--- src/rtl/mem_port_arbiter.sv ---
// Arbitrates a single fixed-latency memory port between instruction fetch (I) and load/store (D).
// Optional grant/conflict statistics counters are enabled by defining ARB_STATS_EN.
module mem_port_arbiter #(
    parameter int LAT        = 1,
    parameter int MAX_D_WINS = 4
) (
    input  logic        clk,
    input  logic        rst,
    input  logic        i_req,
    input  logic [31:0] i_addr,
    output logic        i_gnt,
    output logic        i_rvalid,
    output logic [31:0] i_rdata,
    input  logic        d_req,
    input  logic        d_we,
    input  logic [31:0] d_addr,
    input  logic [31:0] d_wdata,
    output logic        d_gnt,
    output logic        d_rvalid,
    output logic [31:0] d_rdata,
    output logic [31:0] m_addr,
    output logic [31:0] m_wdata,
    output logic        m_rd,
    output logic        m_wr,
    input  logic [31:0] m_rdata
`ifdef ARB_STATS_EN
   ,output logic [15:0] stat_i_grants,
    output logic [15:0] stat_d_grants,
    output logic [15:0] stat_conflicts
`endif
);

    typedef enum logic [1:0] {S_IDLE, S_CMD, S_WAIT, S_RESP} state_t;

    localparam logic [3:0] LAT_W  = 4'(LAT);
    localparam logic [3:0] MAX_DW = 4'(MAX_D_WINS);

    state_t      state, state_nxt;
    logic [3:0]  wait_cnt;
    logic [3:0]  starve_cnt;
    logic        sel_i, sel_we;
    logic        decide, win_i;
    logic [31:0] addr_q, wdata_q, i_rdata_q, d_rdata_q;

    always_comb begin
        state_nxt = state;
        decide    = 1'b0;
        win_i     = 1'b0;
        case (state)
            S_IDLE, S_RESP: begin
                if (i_req || d_req) begin
                    decide    = 1'b1;
                    win_i     = i_req && (!d_req || (starve_cnt == MAX_DW));
                    state_nxt = S_CMD;
                end else begin
                    state_nxt = S_IDLE;
                end
            end
            S_CMD:   state_nxt = S_WAIT;
            S_WAIT:  if (wait_cnt == LAT_W) state_nxt = S_RESP;
            default: state_nxt = S_IDLE;
        endcase
    end

    always_ff @(posedge clk) begin
        if (rst) begin
            state      <= S_IDLE;
            wait_cnt   <= 4'd0;
            starve_cnt <= 4'd0;
            sel_i      <= 1'b0;
            sel_we     <= 1'b0;
            addr_q     <= 32'd0;
            wdata_q    <= 32'd0;
            i_rdata_q  <= 32'd0;
            d_rdata_q  <= 32'd0;
        end else begin
            state <= state_nxt;
            if (decide) begin
                sel_i   <= win_i;
                sel_we  <= !win_i && d_we;
                addr_q  <= win_i ? i_addr : d_addr;
                wdata_q <= win_i ? 32'd0 : d_wdata;
                // I waiting behind a D grant is what builds up starvation
                if (win_i || !i_req) starve_cnt <= 4'd0;
                else                 starve_cnt <= starve_cnt + 4'd1;
            end
            if (state == S_CMD) wait_cnt <= 4'd1;
            else if (state == S_WAIT) wait_cnt <= wait_cnt + 4'd1;
            if (state == S_WAIT && wait_cnt == LAT_W) begin
                if (sel_i)       i_rdata_q <= m_rdata;
                else if (sel_we) d_rdata_q <= 32'd0;
                else             d_rdata_q <= m_rdata;
            end
        end
    end

    assign i_gnt    = (state == S_CMD) && sel_i;
    assign d_gnt    = (state == S_CMD) && !sel_i;
    assign m_rd     = (state == S_CMD) && !sel_we;
    assign m_wr     = (state == S_CMD) && sel_we;
    assign i_rvalid = (state == S_RESP) && sel_i;
    assign d_rvalid = (state == S_RESP) && !sel_i;
    assign m_addr   = addr_q;
    assign m_wdata  = wdata_q;
    assign i_rdata  = i_rdata_q;
    assign d_rdata  = d_rdata_q;

`ifdef ARB_STATS_EN
    always_ff @(posedge clk) begin
        if (rst) begin
            stat_i_grants  <= 16'd0;
            stat_d_grants  <= 16'd0;
            stat_conflicts <= 16'd0;
        end else begin
            if (i_gnt && stat_i_grants != 16'hFFFF) stat_i_grants <= stat_i_grants + 16'd1;
            if (d_gnt && stat_d_grants != 16'hFFFF) stat_d_grants <= stat_d_grants + 16'd1;
            if (decide && i_req && d_req && stat_conflicts != 16'hFFFF)
                stat_conflicts <= stat_conflicts + 16'd1;
        end
    end
`endif

endmodule

--- config.mk ---
export PLATFORM = sky130hd
export DESIGN_NAME = mem_port_arbiter
export DESIGN_NICKNAME = d
export VERILOG_FILES = /design/src/rtl/mem_port_arbiter.sv
export SDC_FILE = /design/constraint.sdc
export NUM_CORES = 1
export LEC_CHECK = 0
export BUFFER_PORTS_ARGS = -buffer_cell sky130_fd_sc_hd__buf_2
export CAP_MARGIN = 20
export CORE_UTILIZATION = 43
export DETAILED_ROUTE_END_ITERATION = 16
export PLACE_DENSITY_LB_ADDON = 0.15
export REMOVE_ABC_BUFFERS = 1
export SYNTH_ARGS = -nofsm -noshare
export SYNTH_HDL_FRONTEND = slang
export SYNTH_SLANG_ARGS = --single-unit
--- constraint.sdc ---
create_clock -name clk -period 1.7 [get_ports clk]
set_input_delay 0 -clock clk [delete_from_list [all_inputs] [get_ports clk]]
set_output_delay 0 -clock clk [all_outputs]
set_load 0.02 [all_outputs]
=== Word-level counts from Yosys, hierarchy flattened ===
Index checks and enable logic that the tools add are counted.

* Bits of input ports: 133
* Output and inout port bits: 134
* Flip-flop bits (word level): 140

* Reduce and logical (&&, ||, !) cells: 23
* Equality and inequality tests: 6
* Mux-type cells: 13
* Add/subtract/negate cells: 2
* Bitwise logic cells: 1

{| class="wikitable"
|+ Operators by type and width
! cell !! count
|-
| $mux W32 || 3
|-
| $logic_and A1 B1 Y1 || 9
|-
| $add A4 B1 Y4 const B || 2
|-
| $mux W1 || 7
|-
| $pmux W2 S3 || 1
|-
| $logic_not A1 Y1 || 5
|-
| $eq A2 B2 Y1 const B || 2
|-
| $eq A4 B1 Y1 const B || 1
|-
| $eq A4 B3 Y1 const B || 1
|-
| $mux W4 || 1
|-
| $reduce_and A2 Y1 || 2
|-
| $reduce_or A2 Y1 || 2
|-
| $logic_or A1 B1 Y1 || 3
|-
| $eq A2 B1 Y1 const B || 1
|-
| $logic_not A2 Y1 || 1
|-
| $mux W2 || 1
|-
| $ne A2 B1 Y1 const B || 1
|-
| $reduce_bool A2 Y1 || 1
|-
| $not A1 Y1 || 1
|}

=== Logic depth before layout (Yosys ltp) ===
* Word-level depth: 7
* Gate-level depth with buffers: 9
* Mapped depth without buffers: 6

=== Worst setup path after synthesis ===
Ideal clock, no wire load.

* Path type: register to register
* Start point: register state[0]
* End point: register addr_q[22] (netlist: m_addr[22])
* Arrival time: 1.700 ns
* Path slack: -0.070 ns
* Cell stages (with the launch flop): 8
* Clock period less this slack: 1.770 ns
* Library setup time: 0.070 ns
* Data required time: 1.630 ns
* Cells stage by stage: dfxtp_1 inv_1 ha_1 o21a_2 buf_2 nor2_1 or4_1 a21oi_1

* Longest elaborated chain between the ends: 4

{| class="wikitable"
|+ Ends and longest elaborated chain
! element !! line !! source
|-
| start: declaration || 38 || <nowiki>state_t state, state_nxt;</nowiki>
|-
| start signal: assignment || 77 || <nowiki>state <= state_nxt;</nowiki>
|-
| $eq A2 B2 Y1 or $logic_not A2 Y1 (tied branches) || 49 || <nowiki>case (state)</nowiki>
|-
| $reduce_or A2 Y1 (*) || 49 ||
|-
| $mux W1 || 49 ||
|-
| $mux W32 || 81 || <nowiki>addr_q <= win_i ? i_addr : d_addr;</nowiki>
|-
| end signal: assignment || 81 ||
|-
| end: declaration || 43 || <nowiki>logic [31:0] addr_q, wdata_q, i_rdata_q, d_rdata_q;</nowiki>
|}

Mark *: on every way between the ends. The rest lies on a longest branch, timed or not.
A chain may end at the register's enable or synchronous reset.

=== Worst setup path after layout ===
* Start point: register state[0]
* End point: register addr_q[4] (netlist: m_addr[4])

Same word-level chain as after synthesis.

==> key figures <==
Die
  • DIE AREA: about 14000 um2
  • Height of the die: about 120 um
  • Starting density of the core: 0.4468
  • Ports: roughly 270
  • Width of the die: about 120 um
  • Num rows: 42
  • Core ar.: around 13000 um2

Yosys
  • Synth cell types: 35
  • Part of the Yosys area used for sequential elements: 0.4681
  • Cell taking the most area after synthesis: dfxtp_1
  • Syn Inst Count: between 700 and 800
  • Synth top area share: 0.4681
  • Top cells by area, synth: dfxtp_1 (47%), a21oi_1 (11%), nand2_1 (10%)
  • Mapped Area: between 5000 and 6000 um2
  • FF+latch count, synth: 140
  • Post-synth ARST share: 0
  • Count leader, synth: nand2_1
  • Main synth FF type: dfxtp_1
  • Yosys warnings: 0
  • Avg Cell Area, Syn: 7.836 um2
  • Top cells by count, synth: nand2_1 (160), dfxtp_1 (140), a21oi_1 (133), nor3_1 (68), nor2_1 (41)
  • EDFF count, synth: 0

STA
  • RSZ-0062 raised after global routing: yes
  • Hold_ws: between 20 and 25 ps
  • # setup viols final: 29
  • Max-slew violation count: 0
  • Fin crit share: 1.039
  • Slew Limit Headroom: 0.6382
  • Fmax: between 0.5 and 0.6 GHz
  • Final Critical Period: 1766 ps
  • Sum Neg Setup Slack: -637.5 ps
  • Fin Clk Skew: between 6 and 7 ps
  • Final worst slack: -66.48 ps
  • Final hold viol count: 0
  • Worst Tran Pin Value: between 500 and 600 ps

Finish
  • Final std cells w/o fill: 1339
  • FF+latch area: 2804 um2
  • Nets: approximately 1300
  • Finished layout cell area: 9736 um2
  • Layout area overhead: 62.61%
  • Layout cells sized above 1: 0.3187
  • Multi-input gate area: between 2000 and 3000 um2
  • Fin util: 0.7265
  • # fillers: about 1000

Global route
  • Vias in the first global route: 6911
  • First-pass GRT wire length: roughly 33000 um
  • Largest net degree at the start of global routing: 55
  • GRT Resource Usage Total: 0.2804
  • Initial antenna violation count: 2
  • Total gr overflow: 0

Setup path
  • RR Startpoint: state[0]
  • Worst path required time: between 2000 and 2500 ps
  • RR Endpoint: m_addr[4]
  • Worst path cell trace: inv_2 -> ha_4 -> o21a_4 -> buf_12 -> nor2_1 -> or4_4 -> a21oi_2
  • Startpoint Class: flop
  • Max FO, Critical Path: 14
  • Crit. End Element: flop
  • Max stage delay cell, worst path: or4_4
  • Crit path DAT: 2110 ps
  • Crit path kind: flop to flop
  • Worst reg2reg path depth: 7
  • R2r setup slk: -70 ps
  • Slowest Stage Delay on Critical Path: between 500 and 600 ps

Power and ir drop
  • Switching part of the total power: 0.3816
  • Pleak: approximately 4.3 nW
  • Reg power frac: 0.305
  • Logic pwr share: 0.439
  • Max VDD drop: 1.320 mV
  • Pwr Total: between 10 and 15 mW
  • Sw power: between 5 and 6 mW
  • Clock network power share: 0.256
  • Internal power: 8.667 mW
  • Total power divided by cell area: between 1000 and 1500 nW/um2

Detailed routing
  • Avg Vias per Cell: about 5.3
  • Routed WL per cell: 15.35 um
  • 1st-iter DRT viols: 514
  • Vias: a little over 7000
  • Total wire length: 20560 um
  • Drt pass-1 iters: 5
  • DRC viols: 0
  • Routed Antenna Nets: 0

Clocking
  • CTS max path bufs: 2
  • CTS sink cnt: 140
  • TritonCTS Buffers: 17
  • Worst skew pair latency: between 400 and 500 ps
  • H-tree depth: 4
  • Clock slew at reported path FFs: 60 ps
  • TritonCTS clock tree: yes
  • Root Driver: clkbuf_16

Placement
  • Placed instance count: 1173
  • RePlAce Congestion: between 0.8 and 0.9
  • Placed cell area: about 7700 um2
  • PortBufs: roughly 270
  • Hpwl dp: 12140 um
  • Pre-CTS setup slack: -170.5 ps

Worst hold path
  • Worst hold endpoint: starve_cnt[2]
  • HP Class: input port to flop
  • Hold Startpoint: i_req
  • Hold Crit Depth: 3

Outcome
  • Failing checks: setup timing
  • Status: finished with violations

Run
  • Max_cap viols: 0
## worst max-delay path, delay by kind of cell (launching register included)
kind / cells / cell delay (ps)
AND/OR/NAND/NOR: 2 / 570
adder cells (fa/ha/maj): 1 / 290
AO/OA/AOI/OAI: 2 / 320
flip-flops: 1 / 330
buffers and inverters: 2 / 200
## layout by cell type, fill, tap and decap left out, types with 3 or more instances in the layout
cell type / n
o22ai_1: 32
nand2b_1: 5
clkbuf_16: 18
clkinvlp_4: 4
nor2_1: 40
or4_1: 23
buf_12: 15
and2_1: 4
nor2b_1: 4
ha_1: 5
a21oi_2: 15
dlygate4sd3_1: 129
clkinv_2: 4
nand3b_1: 33
inv_1: 5
buf_4: 22
or4_4: 9
a21oi_1: 118
buf_2: 265
dfxtp_1: 139
nand3_1: 10
nand2_1: 160
nor3_1: 68
clkbuf_1: 3
## cell type report
cell class / count / share of cell area
Timing Repair Buffer: 433 / 0.3221
Multi-Input combinational cell: 550 / 0.3060
Sequential cell: 140 / 0.2880
Clock buffer: 21 / 0.04627
Tap cell: 176 / 0.02262
Clock inverter: 11 / 0.01221
Inverter: 6 / 0.002313
Antenna cell: 2 / 0.0005141
## sequential cells by signal, indices dropped and copies added, names as in the netlist
| name | cells |
|---|---|
| i_rdata | 32 |
| m_addr | 32 |
| m_wdata | 32 |
| starve_cnt | 4 |
| sel_we | 1 |
| state | 2 |
| d_rdata | 32 |
| wait_cnt | 4 |
| sel_i | 1 |
## how the worst max path moves through the flow
stage | startpoint | endpoint | slack (ps) | depth (start not counted)
6_report | state[0] | m_addr[4] | -70 | 7
5_1_grt | state[0] | m_addr[4] | -130 | 7
4_1_cts | state[0] | m_addr[12] | -30 | 7
3_5_place_dp | state[0] | m_addr[12] | -170 | 7
3_3_place_gp | state[0] | m_addr[25] | -80 | 7
2_1_floorplan | state[0] | m_wdata[10] | -1330 | 6
## kinds of logic after synthesis
| family | Yosys count | synth area share |
|---|---|---|
| buffers and inverters | 74 | 0.05852 |
| flip-flops | 140 | 0.4681 |
| AO/OA/AOI/OAI | 176 | 0.1582 |
| XOR/XNOR | 2 | 0.002926 |
| AND/OR/NAND/NOR | 365 | 0.2976 |
| adder cells (fa/ha/maj) | 7 | 0.01463 |
## power groups by stage
stage	Sequential, mW	Clock, mW	Combinational (mW)
2_1_floorplan	5.04	0	2.25
3_3_place_gp	4.31	0	5.21
3_5_place_dp	4.30	0	5.26
4_1_cts	4.26	3.64	5.71
5_1_grt	4.35	3.77	6.62
6_report	4.28	3.59	6.15
## timing repair
action,CTS,global route
hold endpoints to repair,129,0
buffers inserted,1,1
setup endpoints to repair,63,66
cloned,1,1
pin swaps,1,0
hold buffers,129,0
resized for setup,7,32
## layer usage
layer  vias to the layer above  share of wire  global-route usage  wire [um]
met5                         -              0                   0          0
met2                       304           0.49              0.4763      10140
met1                      3292           0.41              0.3294       8453
met4                         0          0.025              0.1266        508
met3                        43          0.071             0.07272       1453
li1                       3430              -                   -          -
(Power assumes the default switching activity.)
